==> src/rtl/altusoc_timer_pkg.sv <==
// rtl/altusoc_timer_pkg.sv - register map, control/status bit indices and byte-lane merge for the timer
package altusoc_timer_pkg;

    localparam logic [2:0] REG_CTRL     = 3'd0;
    localparam logic [2:0] REG_PRESCALE = 3'd1;
    localparam logic [2:0] REG_COUNT    = 3'd2;
    localparam logic [2:0] REG_COMPARE  = 3'd3;
    localparam logic [2:0] REG_STATUS   = 3'd4;
    localparam logic [2:0] REG_CAPTURE  = 3'd5;

    localparam int CTRL_EN         = 0;
    localparam int CTRL_PERIODIC   = 1;
    localparam int CTRL_IRQ_EN     = 2;
    localparam int CTRL_CAP_IRQ_EN = 3;

    localparam int STATUS_PEND = 0;
    localparam int STATUS_CAPF = 1;

    function automatic logic [31:0] merge_bytes(input logic [31:0] old_val,
                                                input logic [31:0] new_val,
                                                input logic [3:0]  sel);
        logic [31:0] res;
        for (int i = 0; i < 4; i++) begin
            res[i*8 +: 8] = sel[i] ? new_val[i*8 +: 8] : old_val[i*8 +: 8];
        end
        return res;
    endfunction

endpackage

==> src/rtl/altusoc_timer_prescaler.sv <==
// rtl/altusoc_timer_prescaler.sv - prescale counter producing a one-cycle tick every PRESCALE+1 enabled cycles
module altusoc_timer_prescaler #(
    parameter int PRESCALE_W = 16
) (
    input  logic                  clk,
    input  logic                  rst,
    input  logic                  enable,
    input  logic                  clear,
    input  logic [PRESCALE_W-1:0] prescale,
    output logic                  tick
);

    logic [PRESCALE_W-1:0] pscnt;

    assign tick = enable && (pscnt == prescale);

    always_ff @(posedge clk) begin
        if (rst) begin
            pscnt <= '0;
        end else if (clear) begin
            pscnt <= '0;
        end else if (enable) begin
            pscnt <= tick ? '0 : pscnt + PRESCALE_W'(1);
        end
    end

endmodule

==> src/rtl/altusoc_wb_timer.sv <==
// rtl/altusoc_wb_timer.sv - Wishbone classic timer: prescaled up-counter, compare match, level irq
// Optional input capture register built when ALTUSOC_TIMER_CAPTURE_EN is defined.
module altusoc_wb_timer
    import altusoc_timer_pkg::*;
#(
    parameter int          PRESCALE_W    = 16,
    parameter logic [31:0] RESET_COMPARE = 32'hFFFF_FFFF
) (
    input  logic        i_clk,
    input  logic        i_rst,
    input  logic [4:0]  i_wb_adr,
    input  logic [31:0] i_wb_dat,
    input  logic [3:0]  i_wb_sel,
    input  logic        i_wb_we,
    input  logic        i_wb_cyc,
    input  logic        i_wb_stb,
`ifdef ALTUSOC_TIMER_CAPTURE_EN
    input  logic        i_capture,
`endif
    output logic [31:0] o_wb_rdt,
    output logic        o_wb_ack,
    output logic        o_irq
);

    logic [2:0]            reg_sel;
    logic                  wb_req;
    logic                  wb_wr;
    logic                  wr_ctrl;
    logic                  wr_prescale;
    logic                  wr_count;
    logic                  wr_compare;
    logic                  pend_clr;
    logic                  ctrl_en;
    logic                  ctrl_periodic;
    logic                  ctrl_irq_en;
    logic [PRESCALE_W-1:0] prescale;
    logic [31:0]           prescale_ext;
    logic [31:0]           prescale_wr;
    logic [31:0]           count;
    logic [31:0]           count_next;
    logic [31:0]           compare;
    logic                  pend;
    logic                  tick;
    logic                  match;
    logic                  irq_next;
    logic [31:0]           rd_data;
    logic                  unused_bits;

    assign reg_sel     = i_wb_adr[4:2];
    assign wb_req      = i_wb_cyc & i_wb_stb & ~o_wb_ack;
    assign wb_wr       = wb_req & i_wb_we;
    assign wr_ctrl     = wb_wr && (reg_sel == REG_CTRL) && i_wb_sel[0];
    assign wr_prescale = wb_wr && (reg_sel == REG_PRESCALE);
    assign wr_count    = wb_wr && (reg_sel == REG_COUNT) && (|i_wb_sel);
    assign wr_compare  = wb_wr && (reg_sel == REG_COMPARE);
    assign pend_clr    = wb_wr && (reg_sel == REG_STATUS) && i_wb_sel[0] && i_wb_dat[STATUS_PEND];

    always_comb begin
        prescale_ext = '0;
        prescale_ext[PRESCALE_W-1:0] = prescale;
    end

    assign prescale_wr = merge_bytes(prescale_ext, i_wb_dat, i_wb_sel);
    assign unused_bits = ^{i_wb_adr[1:0], prescale_wr};

    altusoc_timer_prescaler #(
        .PRESCALE_W (PRESCALE_W)
    ) u_prescaler (
        .clk      (i_clk),
        .rst      (i_rst),
        .enable   (ctrl_en),
        .clear    (wr_prescale),
        .prescale (prescale),
        .tick     (tick)
    );

    // A software COUNT write suppresses both the increment and the match check.
    assign count_next = count + 32'd1;
    assign match      = tick & ~wr_count & (count_next == compare);

`ifdef ALTUSOC_TIMER_CAPTURE_EN
    logic        cap_q;
    logic        cap_rise;
    logic        capf;
    logic        capf_clr;
    logic        ctrl_cap_irq_en;
    logic [31:0] capture;

    assign cap_rise = i_capture & ~cap_q;
    assign capf_clr = wb_wr && (reg_sel == REG_STATUS) && i_wb_sel[0] && i_wb_dat[STATUS_CAPF];
    assign irq_next = (pend & ctrl_irq_en) | (capf & ctrl_cap_irq_en);

    always_ff @(posedge i_clk) begin
        if (i_rst) begin
            cap_q           <= 1'b0;
            capf            <= 1'b0;
            ctrl_cap_irq_en <= 1'b0;
            capture         <= '0;
        end else begin
            cap_q <= i_capture;
            if (wr_ctrl) ctrl_cap_irq_en <= i_wb_dat[CTRL_CAP_IRQ_EN];
            if (cap_rise) begin
                capture <= count;
                capf    <= 1'b1;
            end else if (capf_clr) begin
                capf <= 1'b0;
            end
        end
    end
`else
    assign irq_next = pend & ctrl_irq_en;
`endif

    always_comb begin
        rd_data = '0;
        case (reg_sel)
            REG_CTRL: begin
                rd_data[CTRL_EN]       = ctrl_en;
                rd_data[CTRL_PERIODIC] = ctrl_periodic;
                rd_data[CTRL_IRQ_EN]   = ctrl_irq_en;
`ifdef ALTUSOC_TIMER_CAPTURE_EN
                rd_data[CTRL_CAP_IRQ_EN] = ctrl_cap_irq_en;
`endif
            end
            REG_PRESCALE: rd_data = prescale_ext;
            REG_COUNT:    rd_data = count;
            REG_COMPARE:  rd_data = compare;
            REG_STATUS: begin
                rd_data[STATUS_PEND] = pend;
`ifdef ALTUSOC_TIMER_CAPTURE_EN
                rd_data[STATUS_CAPF] = capf;
`endif
            end
`ifdef ALTUSOC_TIMER_CAPTURE_EN
            REG_CAPTURE:  rd_data = capture;
`endif
            default:      rd_data = '0;
        endcase
    end

    always_ff @(posedge i_clk) begin
        if (i_rst) begin
            o_wb_ack      <= 1'b0;
            o_wb_rdt      <= '0;
            o_irq         <= 1'b0;
            ctrl_en       <= 1'b0;
            ctrl_periodic <= 1'b0;
            ctrl_irq_en   <= 1'b0;
            prescale      <= '0;
            count         <= '0;
            compare       <= RESET_COMPARE;
            pend          <= 1'b0;
        end else begin
            o_wb_ack <= wb_req;
            if (wb_req) o_wb_rdt <= rd_data;
            o_irq <= irq_next;

            if (wr_ctrl) begin
                ctrl_en       <= i_wb_dat[CTRL_EN];
                ctrl_periodic <= i_wb_dat[CTRL_PERIODIC];
                ctrl_irq_en   <= i_wb_dat[CTRL_IRQ_EN];
            end
            if (wr_prescale) prescale <= prescale_wr[PRESCALE_W-1:0];
            if (wr_compare) compare <= merge_bytes(compare, i_wb_dat, i_wb_sel);

            if (wr_count) begin
                count <= merge_bytes(count, i_wb_dat, i_wb_sel);
            end else if (tick) begin
                count <= (match & ctrl_periodic) ? '0 : count_next;
            end

            // A new match outranks a same-cycle write-1-to-clear.
            if (match) begin
                pend <= 1'b1;
            end else if (pend_clr) begin
                pend <= 1'b0;
            end
        end
    end

endmodule

==> config.mk <==
export PLATFORM = sky130hd
export DESIGN_NAME = altusoc_wb_timer
export DESIGN_NICKNAME = d
export VERILOG_FILES = /design/src/rtl/altusoc_timer_pkg.sv /design/src/rtl/altusoc_timer_prescaler.sv /design/src/rtl/altusoc_wb_timer.sv
export SDC_FILE = /design/constraint.sdc
export NUM_CORES = 1
export LEC_CHECK = 0
export BUFFER_PORTS_ARGS = -buffer_cell sky130_fd_sc_hd__buf_2
export CAP_MARGIN = 15
export CELL_PAD_IN_SITES_DETAIL_PLACEMENT = 0
export CELL_PAD_IN_SITES_GLOBAL_PLACEMENT = 1
export CORE_MARGIN = 3
export CORE_UTILIZATION = 40
export DETAILED_ROUTE_END_ITERATION = 12
export HOLD_SLACK_MARGIN = 0.06
export PLACE_DENSITY_LB_ADDON = 0.1
export SYNTH_ARGS = -nofsm -noshare
export SYNTH_HDL_FRONTEND = slang
export SYNTH_SLANG_ARGS = --single-unit
==> constraint.sdc <==
create_clock -name i_clk -period 3.2 [get_ports i_clk]
set_input_delay 0.16 -clock i_clk [delete_from_list [all_inputs] [get_ports i_clk]]
set_output_delay 0.16 -clock i_clk [all_outputs]
set_load 0.02 [all_outputs]
## Yosys cells after proc, flatten, opt, wreduce, memory -nomap -nowiden

Index checks and enable logic that the tools add are counted.

| operators by class | value |
|---|---|
| bitwise logic cells | 9 |
| $add $sub $neg | 2 |
| reduce and logical (&&, ||, !) cells | 25 |
| mux-type cells | 13 |
| shifts and indexed selects | 0 |
| equal/unequal tests | 10 |
| $mul | 0 |
| magnitude comparators | 0 |
| divide/modulo/power cells | 0 |

Operators by type and width:

| operator | count |
|---|---|
| 32-bit 2-to-1 mux | 3 |
| 29-bit case mux with 3 select lines | 1 |
| 32-bit by 1-bit adder with 32-bit output (second input constant) | 1 |
| 32-bit equality test | 1 |
| 8-bit 2-to-1 mux | 4 |
| 2-bit AND reduction | 10 |
| 16-bit by 1-bit adder with 16-bit output (second input constant) | 1 |
| 16-bit equality test | 1 |
| 16-bit 2-to-1 mux | 1 |
| 1-bit logical AND | 10 |
| 2-bit inequality test (second input constant) | 4 |
| 2-bit case mux with 4 select lines | 1 |
| 1-bit AND | 7 |
| 3-bit by 2-bit equality test with 1-bit output (second input constant) | 2 |
| 1-bit case mux with 5 select lines | 1 |
| 2-bit nonzero test | 2 |
| 4-bit OR reduction | 1 |
| 3-bit by 1-bit equality test with 1-bit output (second input constant) | 1 |
| 3-bit equality test (second input constant) | 1 |
| 3-bit zero test | 1 |
| 1-bit 2-to-1 mux | 2 |
| 1-bit inverter | 2 |
| 2-bit OR reduction | 1 |

| word-level totals | value |
|---|---|
| ROM bits | 0 |
| memories | 0 |
| latch bits | 0 |
| output and inout bits | 34 |
| word-level logic and storage cells | 77 |
| bits of input ports | 46 |
| bits in registers | 134 |
| memory bits (writable) | 0 |

## Logic depth before layout (Yosys ltp)

| logic depth | value |
|---|---|
| word-level depth | 12 |
| depth in mapped cells | 13 |
| gate-level depth less buffers | 11 |

## Cells and area by module

Synthesis repeated with hierarchy kept, for this count alone.

| second synthesis, totals | value |
|---|---|
| cells, all modules | 976 |
| area total of the unflattened synthesis | 8110.3 um^2 |

Modules (own cells, without submodules):

| module | area each (um^2) | cells each | instances | seq. area each (um^2) |
|---|---|---|---|---|
| altusoc_wb_timer | 7081.8 | 863 | 1 | 2362.3 |
| altusoc_timer_prescaler | 1028.5 | 113 | 1 | 320.3 |

## Least setup slack after synthesis

No wires, ideal clock.

| timing path | value |
|---|---|
| path kind | reg-to-reg |
| start | register count[0] |
| end | register count[5] |
| arrival | 3140 ps |
| path buffers | 2 |
| stages on the path, launching flop included | 14 |
| clock period less this slack | 3269 ps |
| path slack | -69 ps |
| library setup time | 129 ps |
| required time | 3071 ps |
| cell sequence | dfxtp_1 > ha_1 > buf_2 > nand3_1 > nor2b_1 > a2111oi_0 > nand4b_1 > or4_1 > or4_4 > o21ai_4 > buf_6 > a21oi_1 > o21ai_1 > a21oi_1 |

| between the ends | value |
|---|---|
| word-level cells in the longest chain between the ends | 7 |

Ends and longest elaborated chain:

| what | line | RTL |
|---|---|---|
| start: declaration | altusoc_wb_timer.sv:39 | `logic [31:0] count;` |
| start signal: assignment | altusoc_wb_timer.sv:167 | `count <= merge_bytes(count, i_wb_dat, i_wb_sel);` |
| start signal: assignment | altusoc_wb_timer.sv:169 | `count <= (match & ctrl_periodic) ? '0 : count_next;` |
| 32-bit by 1-bit adder with 32-bit output (*) | altusoc_wb_timer.sv:78 | `assign count_next = count + 32'd1;` |
| 32-bit equality test | altusoc_wb_timer.sv:79 | `assign match = tick & ~wr_count & (count_next == compare);` |
| 1-bit AND | altusoc_wb_timer.sv:79 |  |
| 1-bit AND | altusoc_wb_timer.sv:169 |  |
| 32-bit 2-to-1 mux (*) | altusoc_wb_timer.sv:169 |  |
| 32-bit 2-to-1 mux (*) | altusoc_wb_timer.sv:168 | `end else if (tick) begin` |
| 32-bit 2-to-1 mux (*) | altusoc_wb_timer.sv:166 | `if (wr_count) begin` |

Mark *: on every way between the ends. The rest lies on a longest branch, timed or not. The select of a mux whose other input is x is not followed.
A chain may end at the register's enable or synchronous reset.

## Worst setup path in the final report

| timing path | value |
|---|---|
| start | register count[1] |
| end | register count[25] |

The elaborated chain is that of the path after synthesis.

==> run metrics <==
status finished, violations left; failing checks setup timing; worst slew pin tran approximately 800 ps; fin area about 11000 sq um; Fmax between 300 and 400 MHz; WL final a little under 30 mm; clock network power share 0.496; Die Area 22100 sq um; mapped cell area approximately 8100 sq um; Peak VDD IR ~0.00032 V; number of remaining DRC errors 0; Avg Vias per Cell 5.41; placer congestion estimate slightly above 0.9; CTS tree yes; Rel. slew slack 0.453; Core Rows between 50 and 60; crit path cell chain ha_4, xnor2_2, nand2_2, a2111oi_4, nand4b_1, or4_4, or4_4, o21ai_4, buf_12, and2b_1, o21ai_1, a21oi_1; Die H around 150 um; combinational share of power 0.088; clk sink count ~130; Die X-Extent approximately 150 um; DP Cell Count between 1000 and 1500; initial cell density of the core 0.412; Core Area 19700 sq um; Final period util 1.02; total track usage 0.256; max-cap check violation count 0; largest net degree at the start of global routing between 70 and 80; predominant post-synthesis flop cell dfxtp_1; min Tclk post-route 3270 ps; power per standard cell area 380 nW/um^2; first-pass GRT wire length approximately 44 mm; DP HPWL 21.2 mm; fillers about 1900; Flop pwr share 0.416; Area Growth Syn to Fin 32.9%; area taken by flip-flops and latches about 2700 sq um; final clock skew around 9.8 ps; Min-Delay Path Class input pin to register; switching power total between 1 and 1.5 mW; slowest CP cell or4_4; number of max-slew violations in the final report 0; Worst-path clk slew ~60 ps; most frequent CP cell or4_4; Req. time, crit path between 3000 and 4000 ps; EDFF count, synth 0; Sw Ratio 0.252; R2R Setup Slk -70 ps; Mapped Nets around 1100; CP Max Fanout 7; share of post-route cells with drive strength above 1 0.302; syn_area_per_cell between 7 and 8 sq um; FF+latch count, synth between 100 and 150; DRT antenna net count 0; Root Buffer clkbuf_16; grt ovf 0; Netlist cell types ~80; post-synthesis sequential area ratio 0.330; DRT Pass-1 Iters 6; critical path type register to register; Worst path max stage delay roughly 570 ps; Post-Syn Instances around 1000; Placement Cell Area ~9300 sq um; Finished Layout Cells about 1500; TritonCTS Buffers 17; CP endpoint kind register; Ant. Diodes 0; critical path arrival between 3000 and 4000 ps; Hold Fails Final Rpt 0; DRT iter0 DRCs around 600; Port Buffer Count between 70 and 80; Finish-stage setup viols 7; Bufs on Longest Clock Path 2; leakage 4.43 nW; I/O Pins 80; vias in the first global route between 7000 and 8000; setup TNS -125 ps; ys async rst share 0; WL/cell 19.1 um; multi-input logic area around 5100 sq um; Ys Warns 0; RSZ-0062 raised after global routing true; Worst-Skew Late Latency 420 ps; Int Power roughly 3 mW; initial antenna violation count 0; Final #Nets 1277; setup ws final -65.7 ps; vias between 8000 and 9000; H-tree levels 4; Worst setup SP type register
## cell usage in the layout (no fill, tap or decap), types with 8 or more instances in the layout
cell type	Yosys	layout
nand2_1	164	163
buf_4	4	144
dfxtp_1	134	119
nor2_1	114	107
buf_2	3	76
a21oi_1	74	65
nand3_1	45	45
xnor2_1	43	41
nand3b_1	38	38
dlygate4sd3_1	1	32
xor2_1	30	29
nand4_1	27	27
mux2i_1	23	23
clkbuf_16	0	20
o21ai_1	15	19
a22oi_1	17	17
mux2_2	15	15
nor3_1	16	14
dfxtp_2	0	14
a22o_1	12	12
and2_1	11	11
a21oi_2	1	10
and3_1	9	9
o21ai_0	20	8
## cells by family after synthesis
group | after synthesis | share of synthesized area
AND/OR/NAND/NOR | 500 | 0.315
AO/OA/AOI/OAI | 190 | 0.148
flip-flops | 134 | 0.330
buffers and inverters | 82 | 0.0708
XOR/XNOR | 73 | 0.0786
multiplexers | 40 | 0.0546
adder cells (fa/ha/maj) | 2 | 0.00308
## routing by layer
layer  part of all wire  track usage  routed length, um
met3              0.060       0.0491               1730
met1               0.44        0.345              12700
met2               0.47        0.416              13600
met4              0.029       0.0767                848
met5                  0            0                  0
## worst paths after layout
kind	start	to	depth (start not counted)
setup / recovery	count[1]	count[25]	12
setup reg to reg	count[1]	count[25]	12
hold reg to reg	o_wb_rdt[22]	o_wb_rdt[22]	2
hold / removal	i_wb_we	pend	4
## flip-flops by register name, summed over array words and instances (netlist names)
register / cells
pend: 1
o_wb_ack: 1
ctrl_irq_en: 1
ctrl_periodic: 1
ctrl_en: 1
count: 32
compare: 32
u_prescaler.pscnt: 16
o_irq: 1
prescale: 16
o_wb_rdt: 32
## metrics by stage
stage,power (mW),worst slack [ps],utilization,hold slack [ps]
2_1_floorplan,1.94,22.3,-,281
3_3_place_gp,2.06,-144,0.473,389
3_5_place_dp,2.06,-201,0.473,396
4_1_cts,4.13,0.142,0.530,146
5_1_grt,4.24,-237,0.548,205
6_report,4.11,-65.7,0.548,166
## worst max-delay path: cells and delay by family (launching register included)
kind	cells	cell delay [ps]
AOI/OAI and AO/OA	4	730
xor gates and xnor gates	1	110
adders and majority gates	1	280
buffers and inverters	1	170
DFF	1	340
and+or+nand+nor	5	1490
## what timing repair did
action | in CTS | in global routing
endpoints found under the hold margin | 51 | 0
hold buffers | 32 | 0
pin swaps | 7 | 30
endpoints found under the setup margin | 29 | 28
gates resized for setup | 20 | 74
buffers inserted | 14 | 4
cloned | 1 | 3
## layout make-up
type | count | share of cell area
Timing Repair Buffer | 263 | 0.185
Clock inverter | 14 | 0.0164
Sequential cell | 134 | 0.250
Inverter | 8 | 0.00278
Multi-Input combinational cell | 805 | 0.476
Tap cell | 265 | 0.0307
Clock buffer | 17 | 0.0394
## power groups by stage
stage / combinational, mW / sequential, mW / clock [mW]
final: 0.362 / 1.71 / 2.04
after global routing: 0.391 / 1.71 / 2.14
after CTS: 0.352 / 1.71 / 2.07
after detailed placement: 0.317 / 1.75 / 0
after global placement: 0.318 / 1.75 / 0
after floorplan: 0.196 / 1.74 / 0
## cell usage after synthesis (5+ instances only)
library cell	instances	area (sq um)
nor3_1	16	80.1
and3_1	9	56.3
and2_1	11	68.8
dfxtp_1	134	2680
a22oi_1	17	128
nor3b_1	7	52.6
clkbuf_8	15	206
nand3_1	45	225
nor2b_1	8	50.1
buf_6	11	124
nand3b_1	38	285
o21ai_0	20	100
nand4_1	27	169
a22o_1	12	105
xor2_1	30	263
mux2i_1	23	230
nand2b_1	6	37.5
nand2_1	164	616
nor2_1	114	428
nor4_1	9	56.3
o31ai_1	7	52.6
mux2_2	15	169
and2_2	6	45.0
inv_1	8	30.0
a21oi_1	74	370
a211oi_1	6	45.0
clkbuf_1	35	131
xnor2_1	43	377
o21ai_1	15	75.1
o21a_1	6	45.0
a31oi_1	5	31.3
Power figures use the tool's default switching activity.
